--- src/rtl/nrf_spi_slave.sv ---
// nRF24L01-style SPI responder: synchronizes sck/csn/mosi onto clk_50, decodes commands, holds a small register file.
// Optional macro NRF_SLV_ERR_CNT_EN adds the err_cnt output (aborted / ignored transaction counter).
module nrf_spi_slave #(
  parameter int NUM_REGS    = 8,
  parameter int STATUS_ADDR = 7,
  parameter int SYNC_STAGES = 2
) (
  input  logic       clk_50,
  input  logic       rst,
  input  logic       sck,
  input  logic       csn,
  input  logic       mosi,
  input  logic       ce,
  output logic       miso,
  output logic       miso_oe,
  input  logic [7:0] rx_load,
  input  logic       rx_load_en,
  output logic [7:0] payload_out,
  output logic       payload_valid,
  output logic [7:0] cfg_out,
`ifdef NRF_SLV_ERR_CNT_EN
  output logic [7:0] err_cnt,
`endif
  output logic       busy
);

  // state  | meaning
  // IDLE   | csn high, nothing in flight
  // CMD    | shifting in the command byte, STATUS shifting out
  // DATA   | recognised command, data bytes flowing
  // IGNORE | unknown command, miso held low, no side effects
  typedef enum logic [1:0] {S_IDLE, S_CMD, S_DATA, S_IGNORE} state_t;
  typedef enum logic [2:0] {C_RREG, C_WREG, C_WTX, C_RRX, C_NOP} cmd_t;

  localparam logic [5:0] NUM_REGS_L = 6'(NUM_REGS);

  logic [SYNC_STAGES-1:0] sck_s, csn_s, mosi_s, ce_s;
  logic sck_rise, sck_fall, csn_fall, csn_rise, csn_q, mosi_bit, ce_q;

  state_t     state_q, state_n;
  cmd_t       cmd_q, dec_cmd;
  logic       dec_ok;
  logic [4:0] addr_q;
  logic [2:0] bit_cnt;
  logic [7:0] shift_in, shift_out, in_byte;
  logic       miso_r, data_seen;
  logic [7:0] regs [NUM_REGS];
  logic [7:0] rx_buf, status_q, status_n, rd_val, next_out;
  logic       byte_done, first_data, addr_hit, wr_reg, wr_status, wr_tx, rx_clr;

  always_ff @(posedge clk_50) begin
    if (!rst) begin
      sck_s  <= '0;
      csn_s  <= '1;
      mosi_s <= '0;
      ce_s   <= '0;
    end else begin
      sck_s  <= {sck_s[SYNC_STAGES-2:0], sck};
      csn_s  <= {csn_s[SYNC_STAGES-2:0], csn};
      mosi_s <= {mosi_s[SYNC_STAGES-2:0], mosi};
      ce_s   <= {ce_s[SYNC_STAGES-2:0], ce};
    end
  end

  assign sck_rise = sck_s[SYNC_STAGES-2] & ~sck_s[SYNC_STAGES-1];
  assign sck_fall = ~sck_s[SYNC_STAGES-2] & sck_s[SYNC_STAGES-1];
  assign csn_fall = ~csn_s[SYNC_STAGES-2] & csn_s[SYNC_STAGES-1];
  assign csn_rise = csn_s[SYNC_STAGES-2] & ~csn_s[SYNC_STAGES-1];
  assign csn_q    = csn_s[SYNC_STAGES-1];
  assign mosi_bit = mosi_s[SYNC_STAGES-1];
  assign ce_q     = ce_s[SYNC_STAGES-1];

  assign in_byte   = {shift_in[6:0], mosi_bit};
  assign byte_done = sck_rise && (bit_cnt == 3'd7) && (state_q != S_IDLE);
  assign status_q  = regs[STATUS_ADDR];

  always_comb begin
    dec_ok  = 1'b1;
    dec_cmd = C_NOP;
    if (in_byte[7:5] == 3'b000)      dec_cmd = C_RREG;
    else if (in_byte[7:5] == 3'b001) dec_cmd = C_WREG;
    else if (in_byte == 8'hA0)       dec_cmd = C_WTX;
    else if (in_byte == 8'h61)       dec_cmd = C_RRX;
    else if (in_byte == 8'hFF)       dec_cmd = C_NOP;
    else                             dec_ok  = 1'b0;
  end

  always_ff @(posedge clk_50) begin
    if (!rst) state_q <= S_IDLE;
    else      state_q <= state_n;
  end

  always_comb begin
    state_n = state_q;
    if (csn_rise) begin
      state_n = S_IDLE;
    end else begin
      case (state_q)
        S_IDLE:  if (csn_fall) state_n = S_CMD;
        S_CMD:   if (byte_done) state_n = dec_ok ? S_DATA : S_IGNORE;
        default: state_n = state_q;
      endcase
    end
  end

  assign busy = (state_q != S_IDLE);

  // Only the first data byte of a write-type command has side effects.
  assign first_data = byte_done && (state_q == S_DATA) && !data_seen;
  assign addr_hit   = ({1'b0, addr_q} < NUM_REGS_L);
  assign wr_reg     = first_data && (cmd_q == C_WREG) && addr_hit;
  assign wr_status  = wr_reg && (addr_q == 5'(STATUS_ADDR));
  assign wr_tx      = first_data && (cmd_q == C_WTX);
  assign rx_clr     = csn_rise && (state_q == S_DATA) && (cmd_q == C_RRX) && data_seen;

  // rx_load_en is applied last so a new payload's RX_DR beats any clear.
  always_comb begin
    status_n = status_q;
    if (wr_status)  status_n[6:4] = status_q[6:4] & ~in_byte[6:4];
    if (wr_tx)      status_n[5]   = 1'b1;
    if (rx_clr)     status_n[6]   = 1'b0;
    if (rx_load_en) status_n[6]   = 1'b1;
  end

  always_comb begin
    rd_val = 8'h00;
    for (int i = 0; i < NUM_REGS; i++)
      if (addr_q == 5'(i)) rd_val = regs[i];
  end

  always_comb begin
    next_out = 8'h00;
    if (state_q == S_DATA && cmd_q == C_RREG)     next_out = rd_val;
    else if (state_q == S_DATA && cmd_q == C_RRX) next_out = rx_buf;
  end

  always_ff @(posedge clk_50) begin
    for (int i = 0; i < NUM_REGS; i++) begin
      if (!rst)                             regs[i] <= (i == STATUS_ADDR) ? 8'h0E : 8'h00;
      else if (i == STATUS_ADDR)            regs[i] <= status_n;
      else if (wr_reg && addr_q == 5'(i))   regs[i] <= in_byte;
    end
  end

  always_ff @(posedge clk_50) begin
    if (!rst) begin
      bit_cnt       <= 3'd0;
      shift_in      <= 8'h00;
      shift_out     <= 8'h00;
      miso_r        <= 1'b0;
      data_seen     <= 1'b0;
      cmd_q         <= C_NOP;
      addr_q        <= 5'd0;
      rx_buf        <= 8'h00;
      payload_out   <= 8'h00;
      payload_valid <= 1'b0;
    end else begin
      payload_valid <= 1'b0;
      if (csn_fall) begin
        bit_cnt   <= 3'd0;
        shift_in  <= 8'h00;
        data_seen <= 1'b0;
        shift_out <= {status_q[6:0], 1'b0};
        miso_r    <= status_q[7];
      end else if (csn_q) begin
        miso_r <= 1'b0;
      end else begin
        if (sck_rise && state_q != S_IDLE) begin
          bit_cnt  <= bit_cnt + 3'd1;
          shift_in <= in_byte;
        end
        // bit_cnt == 0 on a falling edge means a byte just finished: load the next one.
        if (sck_fall && state_q != S_IDLE) begin
          if (state_q == S_IGNORE) begin
            miso_r <= 1'b0;
          end else if (bit_cnt == 3'd0) begin
            miso_r    <= next_out[7];
            shift_out <= {next_out[6:0], 1'b0};
          end else begin
            miso_r    <= shift_out[7];
            shift_out <= {shift_out[6:0], 1'b0};
          end
        end
        if (byte_done && state_q == S_CMD) begin
          cmd_q  <= dec_cmd;
          addr_q <= in_byte[4:0];
        end
        if (byte_done && state_q == S_DATA) data_seen <= 1'b1;
      end
      if (wr_tx) begin
        payload_out   <= in_byte;
        payload_valid <= ce_q;
      end
      if (rx_load_en) rx_buf <= rx_load;
    end
  end

  assign miso    = miso_r & ~csn_q;
  assign miso_oe = ~csn_q;
  assign cfg_out = regs[0];

`ifdef NRF_SLV_ERR_CNT_EN
  logic [8:0] err_inc, err_sum;
  assign err_inc = 9'(csn_rise && state_q == S_IGNORE)
                 + 9'(csn_rise && state_q != S_IDLE && bit_cnt != 3'd0);
  assign err_sum = {1'b0, err_cnt} + err_inc;

  always_ff @(posedge clk_50) begin
    if (!rst)             err_cnt <= 8'h00;
    else if (err_sum[8])  err_cnt <= 8'hFF;
    else                  err_cnt <= err_sum[7:0];
  end
`endif

endmodule

--- config.mk ---
export PLATFORM = sky130hd
export DESIGN_NAME = nrf_spi_slave
export DESIGN_NICKNAME = d
export VERILOG_FILES = /design/src/rtl/nrf_spi_slave.sv
export SDC_FILE = /design/constraint.sdc
export NUM_CORES = 1
export LEC_CHECK = 0
export CORE_UTILIZATION = 35
export CTS_BUF_LIST = sky130_fd_sc_hd__clkbuf_16
export CTS_CLUSTER_SIZE = 25
export DETAILED_ROUTE_END_ITERATION = 12
export HOLD_SLACK_MARGIN = 0.08
export SKIP_CTS_REPAIR_TIMING = 1
export SLEW_MARGIN = 20
export SYNTH_ARGS = -nofsm -noshare
export SYNTH_HDL_FRONTEND = slang
export SYNTH_SLANG_ARGS = --single-unit
--- constraint.sdc ---
create_clock -name clk_50 -period 6.7 [get_ports clk_50]
set_input_delay 1.34 -clock clk_50 [delete_from_list [all_inputs] [get_ports clk_50]]
set_output_delay 1.34 -clock clk_50 [all_outputs]
set_load 0.01 [all_outputs]
==> summary.txt, run 1 <==
Synth
  – Post-Syn Instances: around 550
  – Post-synthesis async set-or-reset flop share: 0
  – Yosys top cell area share: 0.304
  – Synth warn: 0
  – Most used flip-flop cell after synthesis: dfxtp_1
  – Flops & latches, synth: between 100 and 150
  – Post-synth cell types: 64
  – Synth Cell Area: between 0.005 and 0.006 mm2
  – Top cells by area, synth: edfxtp_1 (30%), dfxtp_1 (21%), and2_1 (7.3%), mux2i_1 (6.0%), nor2b_1 (3.2%)
  – Area leader, netlist: edfxtp_1
  – Mean post-synth cell area: 10.1 um2
  – Syn Nets: 566
  – EDFF count, synth: 56
  – Register area share after synthesis: 0.510

Pwr
  – Combinational power share: 0.037
  – Net Sw Frac: 0.230
  – Maximum VDD drop: around 0.18 mV
  – Psw: about 0.39 mW
  – Share of total power in the clock network: 0.508
  – Int Pwr: between 1 and 1.5 mW
  – Flop pwr share: 0.456
  – Pleak: ~2.3 nW
  – PwrDens: 257 mW/mm2

Run status
  – Outcome: completed

Clock network
  – CTS clk-pin slew, worst paths: 0.06 ns
  – Clock Sinks: between 100 and 150
  – Clk_lat worst skew: about 0.43 ns
  – CTS max path bufs: 2
  – Total clock buffers created by CTS: 17
  – CTS tree: built
  – Root Buffer: clkbuf_16
  – H-tree Lvls: 4

Die
  – Starting Density: 0.362
  – CORE AREA: about 0.015 mm2
  – Row count: 45
  – Die span in x: roughly 130 um
  – Boundary Pins: 35
  – Die Y: 128 um
  – Full die area: about 0.016 mm2

Final layout
  – Number of nets in the final layout: around 580
  – Layout area overhead: 17.8%
  – Finished Layout Cells: a little under 800
  – N_diodes: 0
  – Fillers: between 1000 and 1500
  – Fraction of layout instances using a drive strength above 1: 0.0911

Place
  – Placed cell count: 750
  – Placed wire-length estimate: roughly 9000 um
  – Placer congestion estimate: between 0.8 and 0.9
  – Buffers on Ports: 34

Timing
  – Max Clock Freq: between 0.3 and 0.4 GHz
  – Crit share post-route: 0.450
  – Final Hold Fails: 0
  – Worst Skew: about 0.014 ns
  – Slew HR: 0.278
  – RSZ-0062 raised after global routing: no
  – Final slew viol count: 0
  – Count of final setup violators: 0
  – Setup TNS: 0 ns
  – Worst slew pin tran: around 1.1 ns
  – Min Tclk post-route: about 3 ns

Critical path
  – Startpoint class of the critical path: register
  – Critical Path Fanout Max: 8
  – Worst Setup Path Type: reg2out
  – Required @ worst endpoint: roughly 5.4 ns
  – Crit path arrival time: between 1.5 and 2 ns
  – Worst Setup End Kind: output port

Route
  – 1st-iter DRT viols: between 300 and 400
  – Residual DRC: 0
  – Vias: 4094
  – WL final: roughly 14000 um
  – Antenna-violating nets left: 0
  – WL/cell: about 18 um
  – Drt first pass iters: 7
  – Vias per cell: around 5.2

Global route
  – GRT Overall Usage: 0.179
  – First-pass GRT wire length: around 22000 um
  – Vias in the first global route: slightly above 4000
  – Pin count of the biggest net entering global routing: slightly below 60
  – Initial antenna violation count: 0
  – Grt total ovfl: 0

Job
  – Max cap viols: 0

Min path
  – Hold Path Class: reg2reg
-- metrics by stage --
| step | hold slack (ns) | util | power, mW | worst slack [ns] | cell area [um2] |
|---|---|---|---|---|---|
| final | 0.437 | 0.426 | 1.68 | 3.68 | 6520 |
| after global routing | 0.449 | 0.426 | 1.73 | 3.62 | 6520 |
| after CTS | 0.442 | 0.425 | 1.69 | 3.68 | 6520 |
| after detailed placement | 0.428 | 0.389 | 0.839 | 3.64 | 5960 |
| after global placement | 0.423 | 0.389 | 0.838 | 3.73 | 5960 |
| after floorplan | 0.410 | - | 0.813 | 4.17 | 5540 |
-- critical path: stages, from the launching register on --
cell             delay, ns
dfxtp_1               0.49
nor2_1                0.15
inv_2                 0.09
clkdlybuf4s50_1       0.53
-- logic make-up (layout without fill, tap and decap cells) --
logic type | after synthesis | count (layout) | synth area share
mux | 37 | 37 | 0.0678
fa+ha+maj | 3 | 3 | 0.00678
compound gates | 102 | 102 | 0.122
flops | 113 | 113 | 0.510
xor+xnor | 2 | 2 | 0.00316
buf+inv | 62 | 85 | 0.0499
simple gates | 229 | 229 | 0.240
-- power groups by stage --
stage / logic [mW] / clock network [mW] / registers, mW
floorplan: 0.0422 / 0 / 0.771
global placement: 0.0599 / 0 / 0.778
detailed placement: 0.0611 / 0 / 0.778
CTS: 0.0616 / 0.863 / 0.764
global route: 0.0675 / 0.893 / 0.766
finish: 0.0615 / 0.851 / 0.764
-- layer usage --
| layer | share of wire | vias up | track usage | wire (um) |
|---|---|---|---|---|
| li1 | - | 1972 | - | - |
| met1 | 0.47 | 1981 | 0.236 | 6490 |
| met2 | 0.46 | 121 | 0.278 | 6390 |
| met3 | 0.049 | 20 | 0.0396 | 675 |
| met4 | 0.022 | 0 | 0.0844 | 301 |
| met5 | 0 | - | 0 | 0 |
-- state kept, by name, indices dropped and copies added (netlist names), 3 cells and up --
name,cells
regs,59
payload_out,8
shift_out,7
cmd_q,3
shift_in,7
rx_buf,8
addr_q,5
bit_cnt,3
-- path summary, 6_finish.rpt --
check / slack [ns] / start / to / cells after the start
worst max register to register: 3.88 / addr_q[4]$_SDFFE_PN0P_ / regs[1][1]$_SDFFCE_PN0P_ / 4
worst min-delay path: 0.44 / ce_s[0]$_SDFF_PN0_ / ce_s[1]$_SDFF_PN0_ / 1
worst max-delay path: 3.68 / state_q[0]$_SDFFE_PP0P_ / busy / 3
worst min register to register: 0.44 / ce_s[0]$_SDFF_PN0_ / ce_s[1]$_SDFF_PN0_ / 1
-- final cells by class --
cell class,instances,area (um2),share of cell area
Clock inverter,15,134,0.0205
Sequential cell,113,2820,0.433
Tap cell,211,264,0.0405
Multi-Input combinational cell,373,2450,0.376
Inverter,14,52.6,0.00806
Clock buffer,17,425,0.0652
Timing Repair Buffer,39,373,0.0572
-- cells in the final DEF (no fill, tap or decap), types with 7 or more instances in the layout --
| master | n |
|---|---|
| o21ai_1 | 7 |
| nor2_1 | 39 |
| edfxtp_1 | 56 |
| o21ai_0 | 26 |
| mux2i_1 | 33 |
| nand2_1 | 27 |
| nor2b_1 | 28 |
| nand2b_1 | 9 |
| dfxtp_1 | 57 |
| a21oi_1 | 20 |
| clkbuf_16 | 17 |
| nor3_1 | 9 |
| a32oi_1 | 7 |
| inv_1 | 13 |
| nand3_1 | 11 |
| clkdlybuf4s50_1 | 33 |
| and2_1 | 65 |
-- cells in the mapped netlist (2+ instances only) --
master / instances
nand4_1: 3
nor4b_1: 2
o221ai_1: 2
and2_1: 65
nand2_1: 27
nand3b_1: 4
edfxtp_1: 56
a31oi_1: 3
o2bb2ai_1: 2
a211o_1: 3
clkbuf_1: 29
a21boi_0: 4
nor4bb_1: 2
nor2b_1: 28
buf_1: 2
nor2_1: 39
mux2i_1: 33
a32oi_1: 7
or3b_1: 4
a211oi_1: 4
nor3b_1: 2
and4_1: 2
buf_2: 8
a22o_1: 3
a21o_1: 2
nand3_1: 11
inv_1: 13
nor3_1: 9
o31ai_1: 5
mux2_2: 4
o21ai_0: 30
dfxtp_1: 57
a21oi_1: 20
o211ai_1: 2
ha_1: 3
xnor2_1: 2
buf_4: 9
and3_1: 4
o21ai_1: 3
nand2b_1: 9
nor4_1: 4
nand4b_1: 5
Power figures use the tool's default switching activity.
==> inputs of run 2 (changes only) <==
==> constraint.sdc (replaced) <==
create_clock -name clk_50 -period 3 [get_ports clk_50]
set_input_delay 0.6 -clock clk_50 [delete_from_list [all_inputs] [get_ports clk_50]]
set_output_delay 0.6 -clock clk_50 [all_outputs]
set_load 0.01 [all_outputs]
==> run 2 against run 1 <==
  * Non-clock buffer count is 12 higher
  * Combinational power increased by 140%
  * Hold slack worse by 0.0099 ns
  * Register-to-register slack worse by 3.2 ns
  * Final area is 1.4% higher
  * Via count increased by 1.8%
  * First-iteration DRC count down 5.6%
  * Clock power up 120%
  * Utilization is 0.60 points higher
  * Clock skew shrank 0.0054 ns
  * Global-route usage up 1.4 points
  * Critical path type is now reg2reg
  * Critical endpoint is now regs[1][11]$_SDFFCE_PN0P_
  * Highest routed layer unchanged
==> summary.txt, run 2 (synthesis gave the netlist of run 1 again) <==
Run status
  – Outcome: completed (unchanged)

Global route
  – Initial antenna violation count: 0 (unchanged)
  – First-pass GRT wire length: 23300 um (was 22000 um)
  – GRT Overall Usage: 0.193 (was 0.179)
  – Vias in the first global route: 4117 (was 4070)
  – Grt total ovfl: 0 (unchanged)
  – Pin count of the biggest net entering global routing: 27 (was 59)

Critical path
  – R2R cell count: 5 (was 4)
  – Crit path arrival time: 2.46 ns (was 1.68 ns)
  – Worst Setup SP: state_q[0]$_SDFFE_PP0P_ (unchanged)
  – Startpoint class of the critical path: register (unchanged)
  – Worst Setup Path Type: reg2reg (was reg2out)
  – RR Endpoint: regs[1][11]$_SDFFCE_PN0P_ (was regs[1][1]$_SDFFCE_PN0P_)
  – Required @ worst endpoint: 3.13 ns (was 5.36 ns)
  – Worst Setup End Kind: register (was output port)
  – Reg2Reg Setup Slack: 0.67 ns (was 3.88 ns)
  – Critical Path Fanout Max: 8 (unchanged)
  – R2R Path Start: state_q[0]$_SDFFE_PP0P_ (was addr_q[4]$_SDFFE_PN0P_)
  – Worst setup path endpoint: regs[1][11]$_SDFFCE_PN0P_ (was busy)

Timing
  – RSZ-0062 raised after global routing: no (unchanged)
  – Min Tclk post-route: approximately 2.3 ns
  – Slew HR: 0.454 (was 0.278)
  – Worst slew pin tran: 0.813 ns (was 1.07 ns)
  – Max Clock Freq: roughly 0.43 GHz
  – Final Hold Fails: 0 (unchanged)
  – Crit share post-route: 0.777
  – Count of final setup violators: 0 (unchanged)
  – Final slew viol count: 0 (unchanged)
  – Setup TNS: 0 ns (unchanged)
  – Setup ws final: 0.668 ns (was 3.68 ns)
  – Worst Skew: 0.00854 ns (was 0.0140 ns)

Final layout
  – Largest regs: regs (59), payload_out (8), rx_buf (8) (unchanged)
  – Layout area overhead: 19.4% (was 17.8%)
  – Flip-flop count of the largest register after layout: 59 (unchanged)
  – Most common cell after layout, fill and taps aside: and2_1 (unchanged)
  – Fraction of layout instances using a drive strength above 1: 0.0995 (was 0.0911)
  – Most frequent cells in the layout: and2_1 (65), dfxtp_1 (57), edfxtp_1 (56) (unchanged)
  – Number of nets in the final layout: 588 (was 576)
  – N_diodes: 0 (unchanged)
  – Largest reg by FF count: regs (unchanged)

Pwr
  – Int Pwr: 2.96 mW (was 1.29 mW)
  – Pleak: 2.43 nW (was 2.35 nW)
  – Net Sw Frac: 0.215 (was 0.230)
  – Total power: 3.77 mW (was 1.68 mW)
  – Psw: 0.810 mW (was 0.386 mW)
  – Maximum VDD drop: 0.398 mV (was 0.177 mV)
  – Flop pwr share: 0.454 (was 0.456)
  – Share of total power in the clock network: 0.507 (was 0.508)
  – Combinational power share: 0.039 (was 0.037)
  – PwrDens: 570 mW/mm2 (was 257 mW/mm2)

Route
  – Vias: 4166 (was 4094)
  – Vias per cell: 5.25 (was 5.24)
  – Antenna-violating nets left: 0 (unchanged)
  – WL/cell: 18.5 um (was 17.7 um)
  – 1st-iter DRT viols: 339 (was 359)
  – WL final: 14700 um (was 13900 um)
  – Residual DRC: 0 (unchanged)
  – Drt first pass iters: 5 (was 7)

Place
  – Pre-CTS WS: 0.716 ns (was 3.64 ns)
  – Placed wire-length estimate: 10100 um (was 9160 um)
  – Placer congestion estimate: 0.941 (was 0.886)
  – Buffers on Ports: 34 (unchanged)

Clock network
  – CTS tree: built (unchanged)
  – Root Buffer: clkbuf_16 (unchanged)
  – H-tree Lvls: 4 (unchanged)
  – CTS clk-pin slew, worst paths: 0.06 ns (about the same)
  – Clk_lat worst skew: 0.42 ns (was 0.43 ns)
  – Clock Sinks: 113 (unchanged)
  – Total clock buffers created by CTS: 17 (unchanged)
  – CTS max path bufs: 2 (unchanged)

Die
  – Die span in x: 128 um (unchanged)
  – Starting Density: 0.362 (unchanged)
  – Full die area: 0.0163 mm2 (unchanged)
  – Die Y: 128 um (unchanged)
  – Boundary Pins: 35 (unchanged)
  – Row count: 45 (unchanged)
  – CORE AREA: 0.0153 mm2 (unchanged)

Min path
  – Hold Path Class: reg2reg (unchanged)
  – Hold Path Depth: 1 (unchanged)

Job
  – Max cap viols: 0 (unchanged)
run 2: stage by stage:
| step | instances | hold WS (ns) | instance area [um2] | util |
|---|---|---|---|---|
| 2_1_floorplan | 548 | 0.410 | 5540 | - |
| 5_1_grt | 794 | 0.448 | 6610 | 0.432 |
| 6_report | 794 | 0.427 | 6610 | 0.432 |
| 3_3_place_gp | 762 | 0.415 | 6050 | 0.395 |
| 4_1_cts | 794 | 0.432 | 6610 | 0.432 |
| 3_5_place_dp | 762 | 0.419 | 6050 | 0.395 |
run 2: per-layer routing:
metal,up-vias,wire [um],global-route usage
li1,2001,-,-
met2,113,6510,0.289
met4,0,465,0.0976
met3,35,618,0.0463
met1,2017,7090,0.259
met5,-,0,0
run 2: layout make-up:
cell class / count / area (um2)
flip-flops and latches: 113 / 2820
clock buffers: 19 / 475
clock inverters: 13 / 90.1
repair buffers: 51 / 463
fillers: 1486 / 8700
multi-input cells: 373 / 2440
well taps: 211 / 264
inverters: 14 / 52.6
run 2: power by group through the flow:
| stage | Combinational (mW) | Sequential, mW | Clock (mW) |
|---|---|---|---|
| after global routing | 0.161 | 1.72 | 2.01 |
| final | 0.147 | 1.71 | 1.91 |
| after detailed placement | 0.147 | 1.74 | 0 |
| after global placement | 0.144 | 1.74 | 0 |
| after CTS | 0.148 | 1.71 | 1.94 |
| after floorplan | 0.0943 | 1.72 | 0 |
run 2: worst min path at each step:
stage / from / to / slack [ns]
2_1_floorplan: ce_s[1]$_SDFF_PN0_ / payload_valid$_SDFF_PN0_ / 0.41
3_3_place_gp: ce_s[0]$_SDFF_PN0_ / ce_s[1]$_SDFF_PN0_ / 0.41
3_5_place_dp: mosi_s[0]$_SDFF_PN0_ / mosi_s[1]$_SDFF_PN0_ / 0.42
4_1_cts: ce_s[0]$_SDFF_PN0_ / ce_s[1]$_SDFF_PN0_ / 0.43
5_1_grt: mosi_s[0]$_SDFF_PN0_ / mosi_s[1]$_SDFF_PN0_ / 0.45
6_report: ce_s[0]$_SDFF_PN0_ / ce_s[1]$_SDFF_PN0_ / 0.43
run 2: critical path, stage by stage, from the launching register on:
cell and delay (ns):
dfxtp_1 0.39, nor4b_2 0.42, and4_1 0.31, nand2_1 0.26, o31ai_1 0.41, buf_4 0.24
==> inputs of run 3 (changes only) <==
==> constraint.sdc (replaced) <==
create_clock -name clk_50 -period 2.26 [get_ports clk_50]
set_input_delay 0.452 -clock clk_50 [delete_from_list [all_inputs] [get_ports clk_50]]
set_output_delay 0.452 -clock clk_50 [all_outputs]
set_load 0.01 [all_outputs]
==> run 3 against run 2 <==
  * Sequential cell count unchanged
  * Cell count up 2.8%
  * Global-route usage decreased by 0.72 points
  * First-iteration DRC count grew 2.7%
  * Utilization increased by 1.3 points
  * Critical path type unchanged
  * Worst setup slack got worse by 0.53 ns
  * Clock power up 35%
  * Clock skew hardly changed
  * Hold slack better by 0.0090 ns
==> summary.txt, run 3 (synthesis gave the netlist of run 1 again) <==
Pwr
  – Net Sw Frac: 0.214 (was 0.215)
  – Maximum VDD drop: 0.556 mV (was 0.398 mV)
  – Combinational power share: 0.039 (about the same)
  – Flop pwr share: 0.450 (was 0.454)
  – Share of total power in the clock network: 0.511 (was 0.507)
  – Pleak: 2.55 nW (was 2.43 nW)
  – PwrDens: 739 mW/mm2 (was 570 mW/mm2)
  – Psw: 1.08 mW (was 0.810 mW)
  – Int Pwr: 3.96 mW (was 2.96 mW)

Die
  – Die span in x: 128 um (unchanged)
  – Full die area: 0.0163 mm2 (unchanged)
  – Die Y: 128 um (unchanged)
  – CORE AREA: 0.0153 mm2 (unchanged)
  – Row count: 45 (unchanged)
  – Starting Density: 0.362 (unchanged)
  – Boundary Pins: 35 (unchanged)

Min path
  – Hold Crit Start: ce_s[0]$_SDFF_PN0_ (unchanged)
  – Hold Path Class: reg2reg (unchanged)
  – Hold endpoint: ce_s[1]$_SDFF_PN0_ (unchanged)
  – Hold Path Depth: 1 (unchanged)

Clock network
  – H-tree Lvls: 4 (unchanged)
  – Total clock buffers created by CTS: 17 (unchanged)
  – Clk_lat worst skew: 0.42 ns (about the same)
  – Clock Sinks: 113 (unchanged)
  – CTS clk-pin slew, worst paths: 0.06 ns (about the same)
  – CTS tree: built (unchanged)
  – CTS max path bufs: 2 (unchanged)
  – Root Buffer: clkbuf_16 (unchanged)

Global route
  – Global Route met2 Usage: 0.283 (was 0.289)
  – Most used routing layer: met2 (unchanged)
  – M1 GR Usage: 0.248 (was 0.259)
  – Met3 Use GR: 0.0472 (was 0.0463)
  – Grt total ovfl: 0 (unchanged)
  – Vias in the first global route: 4179 (was 4117)
  – Pin count of the biggest net entering global routing: 30 (was 27)
  – Initial antenna violation count: 0 (unchanged)
  – GRT Overall Usage: 0.186 (was 0.193)
  – First-pass GRT wire length: 22600 um (was 23300 um)

Timing
  – Slew HR: 0.503 (was 0.454)
  – Count of final setup violators: 0 (unchanged)
  – RSZ-0062 raised after global routing: yes (was no)
  – Hold_ws: 0.436 ns (was 0.427 ns)
  – Worst slew pin tran: 0.745 ns (was 0.813 ns)
  – Crit share post-route: 0.939 (was 0.777)
  – Worst Skew: 0.00892 ns (was 0.00854 ns)
  – Max Clock Freq: 0.471 GHz (was 0.429 GHz)
  – Min Tclk post-route: 2.12 ns (was 2.33 ns)
  – Final slew viol count: 0 (unchanged)
  – Final Hold Fails: 0 (unchanged)

Route
  – 1st-iter DRT viols: 348 (was 339)
  – Vias per cell: 5.17 (was 5.25)
  – Residual DRC: 0 (unchanged)
  – WL final: 14300 um (was 14700 um)
  – Drt first pass iters: 5 (unchanged)
  – WL/cell: 17.5 um (was 18.5 um)
  – Antenna-violating nets left: 0 (unchanged)
  – Vias: 4215 (was 4166)

Critical path
  – Worst stage delay on the critical path: 0.47 ns (was 0.42 ns)
  – Worst-path cell chain: nor4b_4 > and4_1 > nand2_1 > o31ai_1 > buf_4 (was nor4b_2 > and4_1 > nand2_1 > o31ai_1 > buf_4)
  – Required @ worst endpoint: 2.39 ns (was 3.13 ns)
  – Slowest CP cell: dfxtp_1 (was nor4b_2)
  – Worst Setup End Kind: register (unchanged)
  – Startpoint class of the critical path: register (unchanged)
  – Crit path arrival time: 2.25 ns (was 2.46 ns)
  – Worst Setup Path Type: reg2reg (unchanged)
  – R2R Path Start: state_q[1]$_SDFFE_PP0P_ (was state_q[0]$_SDFFE_PP0P_)
  – Reg2Reg Setup Slack: 0.14 ns (was 0.67 ns)
  – Critical Path Fanout Max: 8 (unchanged)
  – R2R cell count: 5 (unchanged)
  – RR Endpoint: regs[1][14]$_SDFFCE_PN0P_ (was regs[1][11]$_SDFFCE_PN0P_)

Place
  – Buffers on Ports: 34 (unchanged)
  – Placed cell count: 784 (was 762)
  – Placed wire-length estimate: 10000 um (was 10100 um)
  – Placer congestion estimate: 0.893 (was 0.941)

Final layout
  – N_diodes: 0 (unchanged)
  – Util after Layout: 0.445 (was 0.432)
  – FF/Latch Area: 0.00282 mm2 (about the same)
  – Flip-flop count of the largest register after layout: 59 (unchanged)
  – Layout area overhead: 23.1% (was 19.4%)
  – Fillers: 1471 (was 1486)
  – Finished Layout Cells: 816 (was 794)
  – Most frequent cells in the layout: and2_1 (65), dfxtp_1 (56), edfxtp_1 (56) (was and2_1 (65), dfxtp_1 (57), edfxtp_1 (56))
  – Largest regs: regs (59), payload_out (8), rx_buf (8) (unchanged)
  – Fraction of layout instances using a drive strength above 1: 0.144 (was 0.0995)
  – Largest reg by FF count: regs (unchanged)
  – Number of nets in the final layout: 610 (was 588)
  – Multi-input combinational cell area: 0.00247 mm2 (was 0.00244 mm2)
  – Most common cell after layout, fill and taps aside: and2_1 (unchanged)

Run status
  – Outcome: completed (unchanged)

Job
  – Max cap viols: 0 (unchanged)
run 3: cell types whose count changed in the layout (fill, tap and decap cells not counted), sizes merged:
cell / previous run / this run
bufinv: 1 / 0
clkinv: 7 / 4
clkbuf: 19 / 21
inv: 19 / 21
buf: 18 / 40
run 3: layout make-up:
cell class,count,share of cell area
timing repair buffer,73,0.0922
multi-input combinational,373,0.362
clock buffer,21,0.0771
sequential,113,0.414
inverter,14,0.00771
clock inverter,11,0.00771
tap,211,0.0387
run 3: worst max path at each step:
stage / cells after the start / slack, ns / from / endpoint
after floorplan: 6 / -0.05 / bit_cnt[0]$_SDFFE_PP0P_ / regs[0][10]$_SDFFCE_PN0P_
after global placement: 5 / 0.17 / state_q[0]$_SDFFE_PP0P_ / regs[0][11]$_SDFFCE_PN0P_
after detailed placement: 5 / 0.13 / state_q[1]$_SDFFE_PP0P_ / regs[1][18]$_SDFFCE_PN0P_
after CTS: 5 / 0.11 / state_q[1]$_SDFFE_PP0P_ / regs[1][18]$_SDFFCE_PN0P_
after global routing: 5 / -0.04 / state_q[1]$_SDFFE_PP0P_ / regs[1][23]$_SDFFCE_PN0P_
final: 5 / 0.14 / state_q[1]$_SDFFE_PP0P_ / regs[1][14]$_SDFFCE_PN0P_
run 3: worst max-delay path: cells and delay by family (launching register included):
| family | cells | cell delay [ns] |
|---|---|---|
| compound gates | 1 | 0.30 |
| buf+inv | 1 | 0.21 |
| flops | 1 | 0.47 |
| simple gates | 3 | 0.83 |
run 3: through the flow:
step	power, mW	TNS [ns]	worst slack (ns)	area, um2
finish	5.03	0	0.138	6820
global route	5.17	-0.706	-0.0418	6820
CTS	5.07	0	0.114	6790
detailed placement	2.50	0	0.131	6210
global placement	2.50	0	0.174	6210
floorplan	2.41	-0.780	-0.0488	5540
run 3: power groups by stage:
stage | logic [mW] | registers, mW | clock network (mW)
after CTS | 0.196 | 2.26 | 2.61
after global placement | 0.192 | 2.30 | 0
after detailed placement | 0.195 | 2.31 | 0
after global routing | 0.213 | 2.27 | 2.69
after floorplan | 0.125 | 2.28 | 0
final | 0.195 | 2.27 | 2.57
run 3: per-layer routing:
layer	share of wire	wire length, um	vias to the layer above
met5	0	0	-
met4	0.022	313	0
met3	0.065	931	26
met2	0.45	6470	142
met1	0.46	6590	2005
li1	-	-	2042
